$ cat src/rtl/neighbor_info_fetch_pipe_if.sv
// Bus bundle for neighbor_info_fetch_pipe: request FIFO pop side, banked SRAM
// port and Neighbor-ID FIFO push side. master = fetch pipe, slave = surroundings.
interface neighbor_info_fetch_pipe_if #(
   parameter int NUM_BANKS = 2,
   parameter int NODE_ID_W = 8,
   parameter int PE_TAG_W  = 2,
   parameter int DATA_W    = 16,
   parameter int ADDR_W    = 9
);
   logic                                req_empty;
   logic [NODE_ID_W-1:0]                req_node_id;
   logic [PE_TAG_W-1:0]                 req_pe_tag;
   logic                                req_rinc;
   logic [NUM_BANKS-1:0][ADDR_W-1:0]    sram_a;
   logic [NUM_BANKS-1:0]                sram_cen;
   logic [NUM_BANKS-1:0]                sram_wen;
   logic [NUM_BANKS-1:0][DATA_W-1:0]    sram_q;
   logic                                out_full;
   logic                                out_winc;
   logic [DATA_W-1:0]                   out_addr;
   logic [PE_TAG_W-1:0]                 out_pe_tag;

   modport master (
      input  req_empty, req_node_id, req_pe_tag, sram_q, out_full,
      output req_rinc, sram_a, sram_cen, sram_wen, out_winc, out_addr, out_pe_tag
   );

   modport slave (
      output req_empty, req_node_id, req_pe_tag, sram_q, out_full,
      input  req_rinc, sram_a, sram_cen, sram_wen, out_winc, out_addr, out_pe_tag
   );
endinterface

$ cat src/rtl/neighbor_info_fetch_pipe.sv
// Pipelined neighbor-info fetch: one banked SRAM read per cycle, results buffered
// in order. Optional counters stat_reads/stat_stalls under NEIGHBOR_FETCH_STATS_EN.
//
// state  | meaning
// IDLE   | stopped, waiting for enable
// ACTIVE | issuing reads for cur_iter
// DRAIN  | no issue; waiting for in-flight read and buffer to empty
module neighbor_info_fetch_pipe #(
   parameter int NUM_BANKS = 2,
   parameter int ITER_W    = 2,
   parameter int NODE_ID_W = 8,
   parameter int PE_TAG_W  = 2,
   parameter int DATA_W    = 16,
   parameter int OUT_DEPTH = 4
) (
   input  logic                   clk,
   input  logic                   reset,
   input  logic                   enable,
   input  logic [ITER_W-1:0]      replay_iter,
   neighbor_info_fetch_pipe_if.master bus,
   output logic                   busy
`ifdef NEIGHBOR_FETCH_STATS_EN
   ,
   output logic [15:0]            stat_reads,
   output logic [15:0]            stat_stalls
`endif
);
   localparam int BANK_W = $clog2(NUM_BANKS);
   localparam int ROW_W  = ITER_W - BANK_W;
   localparam int ADDR_W = ROW_W + NODE_ID_W;
   localparam int PTR_W  = $clog2(OUT_DEPTH);
   localparam int OCC_W  = $clog2(OUT_DEPTH + 1);
   localparam logic [OCC_W:0] DEPTH_C = (OCC_W+1)'(OUT_DEPTH);

   typedef enum logic [1:0] {IDLE, ACTIVE, DRAIN} state_t;

   state_t                         state, state_nxt;
   logic [ITER_W-1:0]              cur_iter;
   logic                           latch_iter;
   logic                           inflight;
   logic [BANK_W-1:0]              inflight_bank;
   logic [PE_TAG_W-1:0]            inflight_tag;
   logic [DATA_W+PE_TAG_W-1:0]     buf_mem [OUT_DEPTH];
   logic [PTR_W-1:0]               wr_ptr, rd_ptr;
   logic [OCC_W-1:0]               occ;
   logic                           issue, pop, pipe_empty, iter_ok, room;
   logic [BANK_W-1:0]              issue_bank;
   logic [ROW_W-1:0]               issue_row;
   logic [NUM_BANKS-1:0][ADDR_W-1:0] sram_a_d;
   logic [NUM_BANKS-1:0]           sram_cen_d;

   function automatic logic [PTR_W-1:0] ptr_inc(input logic [PTR_W-1:0] p);
      return (p == PTR_W'(OUT_DEPTH - 1)) ? '0 : p + 1'b1;
   endfunction

   assign issue_bank = cur_iter[ITER_W-1:ROW_W];
   assign issue_row  = cur_iter[ROW_W-1:0];
   // Room counts the in-flight read so a capture always has a free slot.
   assign room       = ({1'b0, occ} + (OCC_W+1)'(inflight)) < DEPTH_C;
   assign iter_ok    = enable && (replay_iter == cur_iter);
   assign issue      = (state == ACTIVE) && iter_ok && !bus.req_empty && room;
   assign pop        = (occ != '0) && !bus.out_full;
   assign pipe_empty = !inflight && (occ == '0);

   always_comb begin
      state_nxt  = state;
      latch_iter = 1'b0;
      case (state)
         IDLE: begin
            if (enable) begin
               state_nxt  = ACTIVE;
               latch_iter = 1'b1;
            end
         end
         ACTIVE: begin
            if (!iter_ok) state_nxt = DRAIN;
         end
         DRAIN: begin
            if (pipe_empty) begin
               if (enable) begin
                  state_nxt  = ACTIVE;
                  latch_iter = 1'b1;
               end else begin
                  state_nxt  = IDLE;
               end
            end
         end
         default: state_nxt = IDLE;
      endcase
   end

   always_ff @(posedge clk) begin
      if (reset) begin
         state         <= IDLE;
         cur_iter      <= '0;
         inflight      <= 1'b0;
         inflight_bank <= '0;
         inflight_tag  <= '0;
         wr_ptr        <= '0;
         rd_ptr        <= '0;
         occ           <= '0;
      end else begin
         state    <= state_nxt;
         if (latch_iter) cur_iter <= replay_iter;
         inflight <= issue;
         if (issue) begin
            inflight_bank <= issue_bank;
            inflight_tag  <= bus.req_pe_tag;
         end
         if (inflight) wr_ptr <= ptr_inc(wr_ptr);
         if (pop)      rd_ptr <= ptr_inc(rd_ptr);
         occ <= occ + OCC_W'(inflight) - OCC_W'(pop);
      end
   end

   always_ff @(posedge clk) begin
      if (inflight && !reset) buf_mem[wr_ptr] <= {bus.sram_q[inflight_bank], inflight_tag};
   end

   always_comb begin
      sram_a_d   = '0;
      sram_cen_d = '1;
      if (issue) begin
         sram_a_d[issue_bank]   = {issue_row, bus.req_node_id};
         sram_cen_d[issue_bank] = 1'b0;
      end
   end

   assign bus.sram_a   = sram_a_d;
   assign bus.sram_cen = sram_cen_d;
   assign bus.sram_wen = '1;
   assign bus.req_rinc = issue;
   assign bus.out_winc = pop;
   // Head is masked when empty so stale buffer words never reach the outputs.
   assign {bus.out_addr, bus.out_pe_tag} = (occ != '0) ? buf_mem[rd_ptr] : '0;
   assign busy = !pipe_empty;

`ifdef NEIGHBOR_FETCH_STATS_EN
   logic stall;
   assign stall = (state == ACTIVE) && !bus.req_empty && !issue;

   always_ff @(posedge clk) begin
      if (reset) begin
         stat_reads  <= '0;
         stat_stalls <= '0;
      end else begin
         if (issue && (stat_reads != 16'hFFFF))  stat_reads  <= stat_reads + 16'd1;
         if (stall && (stat_stalls != 16'hFFFF)) stat_stalls <= stat_stalls + 16'd1;
      end
   end
`endif
endmodule

$ cat src/flat_wrapper.sv
// flat-port wrapper written by rule: the top's interface ports become plain ports
module neighbor_info_fetch_pipe_flat 
#(
   parameter int NUM_BANKS = 2,
   parameter int ITER_W    = 2,
   parameter int NODE_ID_W = 8,
   parameter int PE_TAG_W  = 2,
   parameter int DATA_W    = 16,
   parameter int OUT_DEPTH = 4
)
  (clk, reset, enable, replay_iter, busy, bus_req_empty, bus_req_node_id, bus_req_pe_tag, bus_sram_q, bus_out_full, bus_req_rinc, bus_sram_a, bus_sram_cen, bus_sram_wen, bus_out_winc, bus_out_addr, bus_out_pe_tag);
  neighbor_info_fetch_pipe_if #(.NUM_BANKS(NUM_BANKS), .NODE_ID_W(NODE_ID_W), .PE_TAG_W(PE_TAG_W), .DATA_W(DATA_W), .ADDR_W(9)) bus_i ();
  input  logic clk;
  input  logic reset;
  input  logic enable;
  input  logic [ITER_W-1:0] replay_iter;
  output logic busy;
  input wire logic [$bits(bus_i.req_empty)-1:0] bus_req_empty;
  input wire logic [$bits(bus_i.req_node_id)-1:0] bus_req_node_id;
  input wire logic [$bits(bus_i.req_pe_tag)-1:0] bus_req_pe_tag;
  input wire logic [$bits(bus_i.sram_q)-1:0] bus_sram_q;
  input wire logic [$bits(bus_i.out_full)-1:0] bus_out_full;
  output wire logic [$bits(bus_i.req_rinc)-1:0] bus_req_rinc;
  output wire logic [$bits(bus_i.sram_a)-1:0] bus_sram_a;
  output wire logic [$bits(bus_i.sram_cen)-1:0] bus_sram_cen;
  output wire logic [$bits(bus_i.sram_wen)-1:0] bus_sram_wen;
  output wire logic [$bits(bus_i.out_winc)-1:0] bus_out_winc;
  output wire logic [$bits(bus_i.out_addr)-1:0] bus_out_addr;
  output wire logic [$bits(bus_i.out_pe_tag)-1:0] bus_out_pe_tag;
  assign bus_i.req_empty = bus_req_empty;
  assign bus_i.req_node_id = bus_req_node_id;
  assign bus_i.req_pe_tag = bus_req_pe_tag;
  assign bus_i.sram_q = bus_sram_q;
  assign bus_i.out_full = bus_out_full;
  assign bus_req_rinc = bus_i.req_rinc;
  assign bus_sram_a = bus_i.sram_a;
  assign bus_sram_cen = bus_i.sram_cen;
  assign bus_sram_wen = bus_i.sram_wen;
  assign bus_out_winc = bus_i.out_winc;
  assign bus_out_addr = bus_i.out_addr;
  assign bus_out_pe_tag = bus_i.out_pe_tag;
  neighbor_info_fetch_pipe #(.NUM_BANKS(NUM_BANKS), .ITER_W(ITER_W), .NODE_ID_W(NODE_ID_W), .PE_TAG_W(PE_TAG_W), .DATA_W(DATA_W), .OUT_DEPTH(OUT_DEPTH)) u_core (.clk(clk), .reset(reset), .enable(enable), .replay_iter(replay_iter), .bus(bus_i), .busy(busy));
endmodule
$ cat config.mk
export PLATFORM = sky130hd
export DESIGN_NAME = neighbor_info_fetch_pipe_flat
export DESIGN_NICKNAME = d
export VERILOG_FILES = /design/src/rtl/neighbor_info_fetch_pipe_if.sv /design/src/rtl/neighbor_info_fetch_pipe.sv /design/src/flat_wrapper.sv
export SDC_FILE = /design/constraint.sdc
export NUM_CORES = 1
export LEC_CHECK = 0
export CAP_MARGIN = 20
export CORE_UTILIZATION = 35
export CTS_CLUSTER_SIZE = 20
export DETAILED_ROUTE_END_ITERATION = 10
export DONT_BUFFER_PORTS = 1
export GPL_ROUTABILITY_DRIVEN = 0
export PLACE_DENSITY = 0.47
export SYNTH_ARGS = -nofsm -noshare
export SYNTH_HDL_FRONTEND = slang
export SYNTH_SLANG_ARGS = --single-unit
$ cat constraint.sdc
create_clock -name clk -period 1.81 [get_ports clk]
set_input_delay 0.4525 -clock clk [delete_from_list [all_inputs] [get_ports clk]]
set_output_delay 0.4525 -clock clk [all_outputs]
set_load 0.005 [all_outputs]
==> metrics.md, run 1 <==
| Metric | Value |
|---|---|
| Routed wire length | 8080 um |
| GR Overflow Total | 0 |
| WL/cell | 18.7 um |
| Initial DRC Count | 77 |
| Post-synth top area share | 54.6% |
| Worst Path Required | 1.36 ns |
| Htree depth | 3 |
| Seq/Total Area, Yosys | 63.2% |
| Area growth syn-to-layout | 29.4% |
| Power per cell area | 1250 nW/um2 |
| Failing checks | negative setup slack |
| Number of I/O port buffers | 0 |
| Worst hold path type | in2reg |
| Critical Path AT | 1.72 ns |
| Type of origin of the critical path | flip-flop |
| Gr usage total | 14.7% |
| Leak | 1.78 nW |
| Crit. End Element | primary output |
| Final Instance Area | 5120 um2 |
| Largest cells by area after synthesis | edfxtp_1, mux4_2, dfxtp_1 |
| Top_reg_cell synth | edfxtp_1 |
| Row count | 38 |
| Ant. Diodes | 0 |
| EDFF count, synth | 72 |
| Fin crit share | 120% |
| CORE AREA | 10900 um2 |
| Clk slew on worst S/H paths | 0.07 ns |
| Netlist cell types | 35 |
| Starting Density | 36.2% |
| Gate Count Post-Synth | 248 |
| Post-DP HPWL | 4760 um |
| Cell taking the most area after synthesis | edfxtp_1 |
| Final setup violating endpoints | 43 |
| Antenna violations before repair | 0 |
| Die Y | 108 um |
| Max_cap viols | 0 |
| Clock skew | 0.00922 ns |
| Root buffer cell | clkbuf_16 |
| Hold Path Depth | 1 |
| Vias per inst | 4.97 |
| Outcome | finished, violations left |
| Clk sink count | 89 |
| Pre-Repair DR Iteration Count | 4 |
| NumNets Final | 344 |
| Vias post-DR | 2149 |
| R2R depth | 11 |
| F_max | 460 MHz |
| Final Hold Viols | 0 |
| Yosys warns | 0 |
| Share of cells above drive strength 1 | 51.0% |
| CTS buffer count | 9 |
| CTS tree | done |
| Pin count of the biggest net entering global routing | 22 |
| CP Class | reg2out |
| Die area | 11700 um2 |
| Die width | 108 um |
| Maximum VDD drop | 0.605 mV |
| First-pass GRT wire length | 12200 um |
| RSZ-0062 raised after global routing | true |
| DRT antenna net count | 0 |
| Critical path fanouts, max | 6 |
| Post-route setup TNS | -11.23 ns |
| Top-count cell post-synth | edfxtp_1 |
| Commonest cells post-synth | edfxtp_1, nor2b_1, mux4_2 |
| Slew Limit Fails | 0 |
| Post-route DRC | 0 |
| Min cycle time layout | 2.17 ns |
| Worst-Skew Late Latency | 0.34 ns |
| Mapped cell area | 3960 um2 |
| Fraction of registers with async set/reset | 0% |
| Worst setup margin | -0.362 ns |
| Placement Cell Area | 4300 um2 |
| CTS Hold Bufs | 0 |
| IO Pins | 92 |
| Count of state elements after synthesis | 89 |
| Vias in the first global route | 2187 |
| Max clock buf depth | 2 |
| Synth Area per Inst | 16.0 um2 |
-- layout make-up --
| class | count | area [um2] |
|---|---|---|
| clock inverters | 7 | 70.1 |
| well taps | 140 | 175 |
| multi-input cells | 140 | 1620 |
| repair buffers | 42 | 497 |
| fillers | 956 | 5810 |
| inverters | 5 | 18.8 |
| flip-flops and latches | 89 | 2510 |
| clock buffers | 9 | 225 |
-- per-stage QoR --
step / power, mW / utilization (%) / instances / setup WS [ns] / hold WS (ns)
after floorplan: 3.20 / - / 249 / -0.0288 / 0.461
after global placement: 3.54 / 39.3 / 400 / -0.0907 / 0.497
after detailed placement: 3.55 / 39.3 / 400 / -0.131 / 0.506
after CTS: 6.35 / 46.0 / 431 / -0.354 / 0.157
after global routing: 6.64 / 46.8 / 432 / -0.454 / 0.155
final: 6.38 / 46.8 / 432 / -0.362 / 0.168
-- what timing repair did --
item,4_1_cts,5_1_grt
cloned,5,1
setup endpoints to repair,41,45
pin swaps,14,19
buffers inserted,10,5
gates resized for setup,52,42
-- report_power, final --
part	switching, mW	internal (mW)
combinational	0.947	1.24
sequential	0.0958	2.28
clock	0.752	1.07
total	1.80	4.58
-- critical path, cell delays in order, from the launching register on --
cell	delay [ns]
dfxtp_4	0.37
ha_4	0.17
nor3_4	0.14
a211oi_4	0.08
nor3_4	0.26
buf_4	0.17
and3_4	0.18
-- logic make-up (layout without fill, tap and decap cells) --
family / after synthesis / after routing / share of synthesized area (%)
adder cells (fa/ha/maj): 8 / 8 / 2.72
other: 1 / 2 / 0.0947
flip-flops: 89 / 89 / 63.2
multiplexers: 41 / 41 / 16.6
AO/OA/AOI/OAI: 11 / 11 / 1.86
AND/OR/NAND/NOR: 74 / 74 / 11.8
buffers and inverters: 20 / 63 / 2.75
XOR/XNOR: 4 / 4 / 1.07
-- placed cells by master, fill, tap and decap left out, types with 3 or more instances in the layout --
| cell type | instances |
|---|---|
| xnor2_2 | 3 |
| buf_4 | 24 |
| nor3_4 | 3 |
| and2_4 | 9 |
| inv_2 | 3 |
| edfxtp_1 | 72 |
| ha_1 | 5 |
| buf_16 | 3 |
| nor2b_1 | 3 |
| buf_6 | 7 |
| a21oi_1 | 7 |
| nor2b_4 | 16 |
| dfxtp_1 | 13 |
| mux4_2 | 18 |
| and3_4 | 9 |
| clkbuf_16 | 9 |
| nor2_1 | 10 |
| mux2i_1 | 7 |
| buf_12 | 7 |
| and2_1 | 4 |
| dfxtp_4 | 3 |
| mux2_2 | 16 |
| nand2b_1 | 6 |
-- registers in the layout (all words and copies together), names as in the netlist, named ones only --
| signal | cells |
|---|---|
| u_core.state | 2 |
| u_core.rd_ptr | 2 |
| u_core.inflight_tag | 2 |
| u_core.inflight | 1 |
| u_core.cur_iter | 2 |
| u_core.occ | 3 |
| u_core.buf_mem | 72 |
| u_core.inflight_bank | 1 |
| u_core.wr_ptr | 2 |
-- layer usage --
layer  up-vias  wire length, um  global-route usage (%)
li1       1013                -                       -
met1      1077             3420                    18.1
met2        51             4190                    24.7
met3         8              376                    3.68
met4         0               97                    5.50
met5         -                0                       0
-- path summary, 6_finish.rpt --
| check | start | to | slack, ns |
|---|---|---|---|
| setup reg to reg | u_core.occ[2]$_SDFF_PP0_ | u_core.occ[2]$_SDFF_PP0_ | -0.22 |
| setup / recovery | u_core.occ[2]$_SDFF_PP0_ | bus_sram_a[11] | -0.36 |
| hold / removal | reset | u_core.occ[0]$_SDFF_PP0_ | 0.17 |
| hold reg to reg | u_core.inflight_tag[0]$_SDFFE_PP0P_ | u_core.buf_mem[0][0]$_DFFE_PP_ | 0.52 |
No activity file was read; power rests on OpenSTA's default activity.
==> inputs of run 2 (changes only) <==
- ABC_AREA: unset -> 1
==> metrics.md, run 2 <==
| Metric | Value |
|---|---|
| Ant. Diodes | 0 (unchanged) |
| Clock skew | 0.0133 ns (+0.00411 ns) |
| WL/cell | 15.7 um (-16%) |
| Sw frac | 34.8% (+6.7 points) |
| Commonest cells post-synth | nor2_1, edfxtp_1, o21ai_0 |
| Clock power share | 19.8% (-8.7 points) |
| Die Y | 108 um (-0.26%) |
| Worst setup margin | -0.255 ns (+0.107 ns) |
| NumNets Final | 468 (+36%) |
| Placement Cell Area | 4300 um2 (about the same) |
| Row count | 38 (unchanged) |
| Max_cap viols | 0 (unchanged) |
| Type of origin of the critical path | flip-flop |
| Top_reg_cell synth | edfxtp_1 |
| CORE AREA | 10900 um2 (-0.44%) |
| Critical path fanouts, max | 5 (-1) |
| Pre-Repair DR Iteration Count | 4 (unchanged) |
| Antenna violations before repair | 0 (unchanged) |
| Finished Layout Cells | 555 (+28%) |
| Max stage delay on crit path | 0.43 ns (+0.06 ns) |
| Clk sink count | 89 (unchanged) |
| Starting Density | 36.2% (-0.037 points) |
| Leak | 1.75 nW (-1.6%) |
| Complex-gate fraction of the synthesized area | 8.32% (+6.5 points) |
| EDFF count, synth | 72 (unchanged) |
| Post-synthesis mux area share | 4.57% (-12 points) |
| Die width | 108 um (-0.26%) |
| Reg power frac | 40.1% (+2.8 points) |
| Post-route DRC | 0 (unchanged) |
| Top-count cell post-synth | nor2_1 |
| Final setup violating endpoints | 43 (unchanged) |
| DRT antenna net count | 0 (unchanged) |
| Worst-Skew Late Latency | 0.35 ns (about the same) |
| Commonest non-fill, non-tap cell in the layout | nor2_1 |
| Most used cell, CP | buf_6 |
| Most frequent cells in the layout | nor2_1, edfxtp_1, o21ai_1, inv_1, nor2_2 |
| Mapped cell area | 3940 um2 (-0.54%) |
| Count of state elements after synthesis | 89 (unchanged) |
| Min cycle time layout | 2.06 ns (-0.107 ns) |
| Die area | 11700 um2 (-0.53%) |
| Dpl ws | -0.0573 ns (+0.0739 ns) |
| Power per cell area | 1220 nW/um2 (-2.1%) |
| Gr usage total | 16.2% (+1.6 points) |
| Largest cells by area after synthesis | edfxtp_1, nor2_1, dfxtp_1 |
| Post-synthesis adder-cell area fraction | 2.73% (+0.015 points) |
| Gate Count Post-Synth | 380 (+53%) |
| Net load switching power | 2.09 mW (+17%) |
| Routed wire length | 8710 um (+7.8%) |
| Post-DP HPWL | 5370 um (+13%) |
| Pin count of the biggest net entering global routing | 19 (-14%) |
| Biggest regs | u_core.buf_mem x72, u_core.occ x3 |
| Placed cell count | 531 (+33%) |
| Yosys warns | 0 (unchanged) |
| Crit. End Element | primary output |
| Post-synth top area share | 54.9% (+0.29 points) |
| Largest register FFs | 72 (unchanged) |
| Vias in the first global route | 2651 (+21%) |
| Fraction of registers with async set/reset | 0% (unchanged) |
| Failing checks | negative setup slack |
| Largest family of logic cells by synthesized area | simple AND/OR/NAND/NOR gates |
| Fill count | 1032 (+7.9%) |
| Final Instance Area | 4930 um2 (-3.7%) |
| CP Class | reg2out |
| Cell taking the most area after synthesis | edfxtp_1 |
| Slowest-stage cell, CP | dfxtp_4 |
| GR Overflow Total | 0 (unchanged) |
| Vias post-DR | 2720 (+27%) |
| CTS tree | done |
| Top reg by flops | u_core.buf_mem |
| Synth Area per Inst | 10.4 um2 (-35%) |
| Final Hold Viols | 0 (unchanged) |
| Root buffer cell | clkbuf_8 |
| F_max | 484 MHz (+5.2%) |
| IO Pins | 92 (unchanged) |
| Vias per inst | 4.90 (-1.5%) |
| Seq/Total Area, Yosys | 63.5% (+0.34 points) |
| Area growth syn-to-layout | 25.2% |
| RSZ-0062 raised after global routing | true |
| Number of I/O port buffers | 0 (unchanged) |
| Final Power | 6.01 mW (-5.7%) |
| Util after Layout | 45.3% (-1.5 points) |
| Htree depth | 3 (unchanged) |
| Internal power | 3.92 mW (-14%) |
| First-pass GRT wire length | 13800 um (+13%) |
| Clk slew on worst S/H paths | 0.09 ns (+0.02 ns) |
| Gate power share | 40.1% (+5.9 points) |
| Slew Limit Fails | 0 (unchanged) |
| Worst Path Required | 1.36 ns (about the same) |
| Maximum VDD drop | 0.655 mV (+8.4%) |
| Max clock buf depth | 2 (unchanged) |
| CTS Hold Bufs | 0 (unchanged) |
| CTS buffer count | 9 (unchanged) |
| Critical path cell sequence | inv_2 -> a21oi_1 -> nand3_2 -> nor2_4 -> buf_6 -> nand2_8 -> buf_6 |
| Critical Path AT | 1.61 ns (-0.11 ns) |
| Xor and xnor area share after synthesis | 0.445% (-0.63 points) |
| Outcome | finished, violations left |
| Share of cells above drive strength 1 | 33.0% (-18 points) |
| Netlist cell types | 28 (-20%) |
| Initial DRC Count | 87 (+13%) |
| Fin crit share | 114% (-5.9 points) |
| Synth Area in Simple Gates | 14.7% (+3.0 points) |
| Worst hold path type | in2reg |
-- run 2: changes by cell type after synthesis, moves of 5 or more --
| cell | before | now |
|---|---|---|
| and2_1 | 13 | 0 |
| nand3_1 | 1 | 6 |
| inv_1 | 5 | 30 |
| nand2b_1 | 7 | 0 |
| nor2_1 | 11 | 115 |
| nand2_1 | 3 | 20 |
| mux4_2 | 18 | 0 |
| a21oi_1 | 7 | 25 |
| and3_1 | 5 | 0 |
| o21ai_0 | 2 | 38 |
| nor2b_1 | 21 | 0 |
| mux2i_1 | 7 | 0 |
-- run 2: stage by stage --
step / TNS (ns) / hold WS [ns]
finish: -6.49 / 0.149
global route: -10.41 / 0.122
CTS: -6.76 / 0.129
detailed placement: -0.349 / 0.471
global placement: 0 / 0.458
floorplan: -18.47 / 0.453
-- run 2: critical path, delay by kind of cell, from the launching register on --
family / cells / cell delay [ns]
buffers and inverters: 3 / 0.35
AOI/OAI and AO/OA: 1 / 0.15
and+or+nand+nor: 3 / 0.35
DFF: 1 / 0.43
-- run 2: kinds of logic after synthesis --
kind of cell    Yosys count
flops                    89
fa+ha+maj                 8
simple gates            147
mux                      16
xor+xnor                  2
other cells               1
compound gates           65
buf+inv                  52
-- run 2: metal layers --
layer / vias to the layer above / track usage, % / part of all wire (%)
li1: 1335 / - / -
met1: 1280 / 19.9 / 46
met2: 90 / 27.4 / 48
met3: 15 / 3.74 / 4.8
met4: 0 / 6.65 / 1.7
met5: - / 0 / 0
-- run 2: area by class of cell --
class	count	area (um2)	share of cell area, %
clock inverter	6	45.0	0.913
timing repair buffer	37	473	9.59
sequential	89	2510	51.0
inverter	33	130	2.64
clock buffer	9	124	2.51
multi-input combinational	241	1470	29.8
tap	140	175	3.55
-- run 2: worst paths after layout --
check | endpoint | cells past startpoint | from | slack, ns
setup / recovery | bus_sram_cen[1] | 7 | u_core.cur_iter[1]$_SDFFE_PP0P_ | -0.25
hold / removal | u_core.occ[2]$_SDFF_PP0_ | 1 | reset | 0.15
setup reg to reg | u_core.occ[1]$_SDFF_PP0_ | 10 | u_core.occ[2]$_SDFF_PP0_ | -0.13
hold reg to reg | u_core.cur_iter[0]$_SDFFE_PP0P_ | 2 | u_core.cur_iter[0]$_SDFFE_PP0P_ | 0.48
-- run 2: power groups by stage --
stage	registers [mW]	clock network, mW	logic, mW
2_1_floorplan	2.38	0	1.03
3_3_place_gp	2.40	0	1.51
3_5_place_dp	2.41	0	1.51
4_1_cts	2.40	1.24	2.23
5_1_grt	2.42	1.33	2.62
6_report	2.41	1.19	2.41
-- run 2: what timing repair did --
action	in CTS	in global routing
endpoints found under the setup margin	40	43
setup buffers	3	1
gates cloned	5	0
pin swaps	18	14
gates resized for setup	87	38
